<file path="config.mk">
export PLATFORM = sky130hd
export DESIGN_NAME = lsu
export DESIGN_NICKNAME = d
export VERILOG_FILES = /design/src/rtl/lsu.sv
export SDC_FILE = /design/constraint.sdc
export NUM_CORES = 1
export LEC_CHECK = 0
export ABC_AREA = 1
export CAP_MARGIN = 25
export CORE_ASPECT_RATIO = 0.9
export CORE_MARGIN = 2
export CORE_UTILIZATION = 45
export DETAILED_ROUTE_END_ITERATION = 10
export GPL_TIMING_DRIVEN = 1
export PLACE_DENSITY = 0.83
export SYNTH_ARGS = -nofsm -noshare
export SYNTH_HDL_FRONTEND = slang
export SYNTH_SLANG_ARGS = --single-unit
</file>
<file path="constraint.sdc">
create_clock -name clk -period 1.8 [get_ports clk]
set_input_delay 0.18 -clock clk [delete_from_list [all_inputs] [get_ports clk]]
set_output_delay 0.18 -clock clk [all_outputs]
set_load 0.01 [all_outputs]
</file>
<file path="src/rtl/lsu.sv">
// Load/store unit in front of the PikaCPU dmem: byte-address to word-access translation,
// load lane extraction and extension, read-modify-write for sub-word stores, misalign flagging.
module lsu #(
   parameter int ADDR_W = 24
) (
   input  logic              clk,
   input  logic              reset,
   input  logic              req_valid,
   output logic              req_ready,
   input  logic              req_write,
   input  logic [1:0]        req_size,
   input  logic              req_signed,
   input  logic [ADDR_W-1:0] req_addr,
   input  logic [31:0]       req_wdata,
   output logic              resp_valid,
   output logic [31:0]       resp_rdata,
   output logic              resp_error,
   output logic [ADDR_W-3:0] mem_address,
   output logic [31:0]       mem_dataIn,
   output logic              mem_writeEnable,
   input  logic [31:0]       mem_dataOut
);

   typedef enum logic [1:0] {
      IDLE = 2'd0,
      RD   = 2'd1,
      WR   = 2'd2,
      DONE = 2'd3
   } state_t;

   state_t            r_state, w_state_nx;
   logic              r_write, w_write_nx;
   logic [1:0]        r_size, w_size_nx;
   logic              r_signed, w_signed_nx;
   logic [1:0]        r_lane, w_lane_nx;
   logic [31:0]       r_wdata, w_wdata_nx;
   logic [ADDR_W-3:0] r_mem_address, w_mem_address_nx;
   logic [31:0]       r_mem_din, w_mem_din_nx;
   logic              r_mem_we, w_mem_we_nx;
   logic              r_resp_valid, w_resp_valid_nx;
   logic [31:0]       r_resp_rdata, w_resp_rdata_nx;
   logic              r_resp_error, w_resp_error_nx;
   logic              w_req_bad;

   function automatic logic [31:0] f_extend(input logic [31:0] word, input logic [1:0] size,
                                            input logic sgn, input logic [1:0] lane);
      logic [7:0]  b;
      logic [15:0] h;
      b = word[{lane, 3'b000} +: 8];
      h = lane[1] ? word[31:16] : word[15:0];
      case (size)
         2'b00:   return sgn ? {{24{b[7]}}, b} : {24'h000000, b};
         2'b01:   return sgn ? {{16{h[15]}}, h} : {16'h0000, h};
         default: return word;
      endcase
   endfunction

   function automatic logic [31:0] f_merge(input logic [31:0] old_word, input logic [31:0] wdata,
                                           input logic [1:0] size, input logic [1:0] lane);
      logic [31:0] w;
      w = old_word;
      case (size)
         2'b00: w[{lane, 3'b000} +: 8] = wdata[7:0];
         2'b01: begin
            if (lane[1]) begin
               w[31:16] = wdata[15:0];
            end else begin
               w[15:0] = wdata[15:0];
            end
         end
         default: w = wdata;
      endcase
      return w;
   endfunction

   assign w_req_bad = (req_size == 2'b11) ||
                      ((req_size == 2'b01) && req_addr[0]) ||
                      ((req_size == 2'b10) && (req_addr[1:0] != 2'b00));

   // Next-state and next-output decode; strobes default low, everything else holds.
   always_comb begin
      w_state_nx       = r_state;
      w_write_nx       = r_write;
      w_size_nx        = r_size;
      w_signed_nx      = r_signed;
      w_lane_nx        = r_lane;
      w_wdata_nx       = r_wdata;
      w_mem_address_nx = r_mem_address;
      w_mem_din_nx     = r_mem_din;
      w_mem_we_nx      = 1'b0;
      w_resp_valid_nx  = 1'b0;
      w_resp_rdata_nx  = r_resp_rdata;
      w_resp_error_nx  = r_resp_error;
      case (r_state)
         IDLE: begin
            if (req_valid) begin
               w_write_nx       = req_write;
               w_size_nx        = req_size;
               w_signed_nx      = req_signed;
               w_lane_nx        = req_addr[1:0];
               w_wdata_nx       = req_wdata;
               w_mem_address_nx = req_addr[ADDR_W-1:2];
               if (w_req_bad) begin
                  w_state_nx      = DONE;
                  w_resp_valid_nx = 1'b1;
                  w_resp_error_nx = 1'b1;
                  w_resp_rdata_nx = 32'h0000_0000;
               end else if (req_write && (req_size == 2'b10)) begin
                  w_state_nx   = WR;
                  w_mem_din_nx = req_wdata;
                  w_mem_we_nx  = 1'b1;
               end else begin
                  w_state_nx = RD;
               end
            end else begin
               w_state_nx = IDLE;
            end
         end
         RD: begin
            // mem_dataOut is combinational from the registered address, valid throughout RD.
            if (r_write) begin
               w_state_nx   = WR;
               w_mem_din_nx = f_merge(mem_dataOut, r_wdata, r_size, r_lane);
               w_mem_we_nx  = 1'b1;
            end else begin
               w_state_nx      = DONE;
               w_resp_valid_nx = 1'b1;
               w_resp_error_nx = 1'b0;
               w_resp_rdata_nx = f_extend(mem_dataOut, r_size, r_signed, r_lane);
            end
         end
         WR: begin
            w_state_nx      = DONE;
            w_resp_valid_nx = 1'b1;
            w_resp_error_nx = 1'b0;
            w_resp_rdata_nx = 32'h0000_0000;
         end
         DONE: begin
            w_state_nx = IDLE;
         end
         default: begin
            w_state_nx = IDLE;
         end
      endcase
   end

   // State and registered outputs; async reset drops the write strobe immediately.
   always_ff @(posedge clk or negedge reset) begin
      if (!reset) begin
         r_state       <= IDLE;
         r_write       <= 1'b0;
         r_size        <= 2'b00;
         r_signed      <= 1'b0;
         r_lane        <= 2'b00;
         r_wdata       <= 32'h0000_0000;
         r_mem_address <= '0;
         r_mem_din     <= 32'h0000_0000;
         r_mem_we      <= 1'b0;
         r_resp_valid  <= 1'b0;
         r_resp_rdata  <= 32'h0000_0000;
         r_resp_error  <= 1'b0;
      end else begin
         r_state       <= w_state_nx;
         r_write       <= w_write_nx;
         r_size        <= w_size_nx;
         r_signed      <= w_signed_nx;
         r_lane        <= w_lane_nx;
         r_wdata       <= w_wdata_nx;
         r_mem_address <= w_mem_address_nx;
         r_mem_din     <= w_mem_din_nx;
         r_mem_we      <= w_mem_we_nx;
         r_resp_valid  <= w_resp_valid_nx;
         r_resp_rdata  <= w_resp_rdata_nx;
         r_resp_error  <= w_resp_error_nx;
      end
   end

   assign req_ready       = (r_state == IDLE);
   assign resp_valid      = r_resp_valid;
   assign resp_rdata      = r_resp_rdata;
   assign resp_error      = r_resp_error;
   assign mem_address     = r_mem_address;
   assign mem_dataIn      = r_mem_din;
   assign mem_writeEnable = r_mem_we;

endmodule

</file>
### Word level (Yosys, flattened, before mapping)

Cells that the tools add are included.

| storage, ports and cells | value |
|---|---|
| output and inout bits | 90 |
| input bits | 95 |
| word-level logic and storage cells | 77 |
| bits in registers | 129 |

| operators by class | value |
|---|---|
| add/sub/neg operators | 1 |
| reduce and logical (&&, ||, !) cells | 13 |
| equal/unequal tests | 13 |
| shift operators | 3 |
| muxes and demuxes | 35 |

Operators by type and width:

| kind | count |
|---|---|
| $mux 32 | 9 |
| $pmux 32 s2 | 3 |
| $pmux 32 s3 | 1 |
| $mux 16 | 3 |
| $bwmux 32 | 1 |
| $shift 8x7->32 const A | 1 |
| $shiftx 32x6->8 | 1 |
| $shiftx 8x7->32 | 1 |
| $mux 1 | 11 |
| $eq 2x2->1 const B | 4 |
| $ne 2x2->1 const B | 4 |
| $pmux 2 s4 | 1 |
| $neg 5->7 | 1 |
| $eq 2x1->1 const B | 3 |
| $mux 2 | 3 |
| $pmux 1 s3 | 2 |
| $reduce_and 5->1 | 1 |
| $logic_not 2->1 | 2 |
| $ne 2x1->1 const B | 2 |
| $reduce_and 4->1 | 1 |
| $reduce_bool 2->1 | 2 |
| $logic_and 1x1->1 | 3 |
| $reduce_bool 3->1 | 1 |
| $logic_or 1x1->1 | 2 |
| other kinds (2) | 2 |

### Longest topological paths before layout

| logic depth | value |
|---|---|
| depth in word-level cells | 7 |
| gate-level depth with buffers | 12 |
| depth with buffers taken out | 11 |

### Worst setup path before layout

No wires, ideal clock.

| path | value |
|---|---|
| path kind | reg-to-reg |
| from | reg r_lane[1] |
| to | reg r_mem_din[26], in the netlist mem_dataIn[26] |
| cell stages (with the launch flop) | 9 |
| data required time | 1717 ps |
| path buffers | 1 |
| arrival time | 1700 ps |
| setup time | 83 ps |
| clock period less this slack | 1782 ps |
| path slack | 18 ps |
| cell sequence | dfrtp_1 inv_1 buf_2 ha_1 nor2_1 nand3_1 a21oi_1 nor2_1 o21ai_0 |

| between the ends | value |
|---|---|
| longest elaborated chain between the ends | 6 |
| elaborated cells between the ends (all ways) | 8 |
| those cells by class | add/sub (1); shift (2); mux (5) |

RTL lines:

| item | line | RTL |
|---|---|---|
| start, declared | 35 | `logic [1:0] r_lane, w_lane_nx;` |
| start signal, assigned | 167 | `r_lane <= w_lane_nx;` |
| $neg 5->7 | 63 | `2'b00: w[{lane, 3'b000} +: 8] = wdata[7:0];` |
| $shiftx 8x7->32 / $shift 8x7->32 (equally long branches) | 63 |  |
| $bwmux 32 | 63 |  |
| $pmux 32 s2 (*) | 62 | `case (size)` |
| $mux 32 (*) | 121 | `if (r_write) begin` |
| $pmux 32 s2 (*) | 94 | `case (r_state)` |
| end signal, assigned | 170 | `r_mem_din <= w_mem_din_nx;` |
| end, declared | 38 | `logic [31:0] r_mem_din, w_mem_din_nx;` |

Mark *: on every way between the ends. The rest lies on a longest branch, timed or not. The select of a mux whose other input is x is not followed.
A chain may end at the register's enable or synchronous reset.

### Final worst setup path

| path | value |
|---|---|
| from | reg r_lane[1] |
| to | reg r_mem_din[10], in the netlist mem_dataIn[10] |

Same word-level chain as after synthesis.

==> metrics.txt <==
critical path class register to register; CTS Buffer Depth 2; f_max 0.6048 GHz; dominant cell type by area after synthesis dfrtp_1; Ant. Diodes 0; Core Rows 44; Syn Nets roughly 1200; met3 Use GR 7.266%; cell-by-cell trace of the critical path inv_1, buf_4, ha_1, nand2_1, nor2_2, nand3_1, nand3_1, nand3_1, nand2_1; Yosys warning total 0; Initial Util 45.51%; grt peak-use layer met2; Peak VDD IR 1.088 mV; Slew Limit Fails 0; drt initial violations 713; Mapped Area ~7300 um^2; Hold Path Class input port to register; Mean Syn Cell Area approximately 6.9 um^2; Die ar. 17240 um^2; area growth from synthesis to layout 38.42%; Power Dens Cells between 1500 and 2000 nW/um^2; Post-DP Area 9488 um^2; sequential-to-total area share from yosys stat approximately 44%; HPWL after detailed placement 17.49 mm; setup-violating endpoint count in the final report 0; drt wl/cell 16.50 um; most used flip-flop cell after synthesis dfrtp_1; Die W 138.2 um; largest net degree at the start of global routing slightly above 80; #FFs+latches synth 129; most used cell, CP nand3_1; global-route wire length before repair between 30 and 40 mm; Cells after Synth between 1000 and 1500; initial antenna violation count 0; CP startpoint kind register; EDFF count, synth 0; clk_lat worst skew about 0.43 ns; placer congestion estimate 0.9887; total power draw 18.62 mW; MaxCap Viol Count 0; DRC errors left 0; Top Ports roughly 190; clock tree from TritonCTS done; chip height 124.8 um; Routed Wire Length 24.12 mm; fin cells 1462; Final period util 91.86%; ANT nets after route 0; post-synthesis async set-or-reset flop share 100.0%; crit path time final about 1.7 ns; most frequent cell after synthesis nand2_1; CP max stage cell dfrtp_1; Hold Slack 0.2746 ns; port bufs 184; Rel. slew slack 71.63%; Least-Margin Pin Slew roughly 0.43 ns; final design utilization 63.00%; top cells by count, synth 463 x nand2_1, 129 x dfrtp_1, 88 x o21ai_0; via/cell ratio 5.306; WP data arrival 2.03 ns; post-synth cell types 29; aggregate global routing overflow 0; M1 GR Usage 39.22%; Global Route Usage Sum ~28%; vias in the first global route 7401; nets approximately 1300; DR pass1 iterations 5; layout cell share with drive strength beyond 1 8.526%; CORE AREA 16020 um^2; Final Hold Vio Count 0; clk sink count between 100 and 150; H-Tree Level Count 4; status finished clean; synth top area cells dfrtp_1 44%, nand2_1 24%, o21ai_0 6.0%; CP peak stage delay 0.38 ns; via count 7758; Post-Route Skew ~0.0085 ns; crit path buf inv count 2; Worst Path Required 2.18 ns; Crit path max-delay family simple AND/OR/NAND/NOR gates; top-area cell type share of the netlist area approximately 44%; grt met2 use 43.65%; CTS clk-pin slew, worst paths 0.06 ns; P_leak roughly 5 nW; CTS Buf Count 17; CP Max Fanout 8; post-route cell area 10090 um^2; CP endpoint kind register; Placed Instances 1430; Clock Tree Root clkbuf_16
==> what timing repair did <==
item,in CTS,in global routing
endpoints found under the hold margin,129,0
buffers inserted,0,0
resized for setup,2,11
hold buffers,1,0
endpoints found under the setup margin,1,52
==> placed cells by master, fill, tap and decap left out, types with 2 or more instances in the layout <==
cell	n
nor2_1	59
o22ai_1	7
nand4_1	6
clkinv_4	5
buf_4	37
clkbuf_16	17
clkinvlp_4	2
nor2_4	3
inv_1	67
nand3_2	2
buf_12	7
a21oi_1	52
clkdlybuf4s50_1	182
o211ai_1	9
o21ai_0	88
or2_2	2
o21ai_1	6
nor2_2	3
dfrtp_2	2
clkinv_2	3
inv_2	9
nand3b_1	2
nand2_1	460
nand2_2	7
ha_1	7
ha_4	2
nand3_1	72
dfrtp_1	127
==> worst paths after layout <==
kind                                               end  slack (ns)  depth (start not counted)                         from
min                        mem_address[21]$_DFFE_PN0P_        0.27                          3                 req_addr[23]
max                         mem_dataIn[10]$_DFFE_PN0P_        0.15                          9        r_lane[1]$_DFFE_PN0P_
max reg2reg                 mem_dataIn[10]$_DFFE_PN0P_        0.15                          9        r_lane[1]$_DFFE_PN0P_
max in group asynchronous         r_state[0]$_DFF_PN0_        1.10                          3                        reset
min in group asynchronous    resp_rdata[4]$_DFFE_PN0P_        0.29                          3                        reset
min reg2reg                mem_address[12]$_DFFE_PN0P_        0.48                          2  mem_address[12]$_DFFE_PN0P_
==> through the flow <==
stage / setup TNS, ns / setup slack (ns)
final: 0 / 0.1466
after global routing: -0.008123 / -0.008123
after CTS: 0 / 0.005910
after detailed placement: 0 / 0.04555
after global placement: 0 / 0.1052
after floorplan: 0 / 0.01762
==> flip-flops by register name, indices dropped and copies added, names as in the netlist, 2 cells and up <==
name and cells:
mem_dataIn 32, r_wdata 32, resp_rdata 32, mem_address 22
r_lane 2, r_size 2, r_state 2
==> final cells by class <==
class | instances | area [um^2]
fillers | 1392 | 5928
multi-input cells | 789 | 3493
flip-flops and latches | 129 | 3231
repair buffers | 228 | 2258
clock buffers | 19 | 442.9
inverters | 78 | 295.3
well taps | 207 | 259.0
clock inverters | 12 | 112.6
==> kinds of logic (layout without fill, tap and decap cells) <==
| kind of cell | after synthesis | in the layout | synth area share [%] |
|---|---|---|---|
| AOI/OAI and AO/OA | 162 | 162 | 11.55 |
| buffers and inverters | 134 | 337 | 8.392 |
| adders and majority gates | 9 | 9 | 1.545 |
| DFF | 129 | 129 | 44.28 |
| and+or+nand+nor | 618 | 618 | 34.24 |
==> tightest hold or removal path: cells and delay by family <==
| family | cells | cell delay [ns] |
|---|---|---|
| buf+inv | 1 | 0.39 |
| simple gates | 2 | 0.10 |
==> routing by layer <==
metal | vias up | share of wire [%]
met3 | 43 | 9.5
li1 | 3711 | -
met2 | 377 | 45
met1 | 3627 | 43
met5 | - | 0
met4 | 0 | 2.0
==> power by group <==
| group | leakage (nW) | internal [mW] | switching (mW) |
|---|---|---|---|
| Combinational | 3.07 | 4.20 | 5.84 |
| Clock | 0.269 | 1.93 | 1.33 |
| Sequential | 1.64 | 4.26 | 1.06 |
No activity file was read; power rests on OpenSTA's default activity.
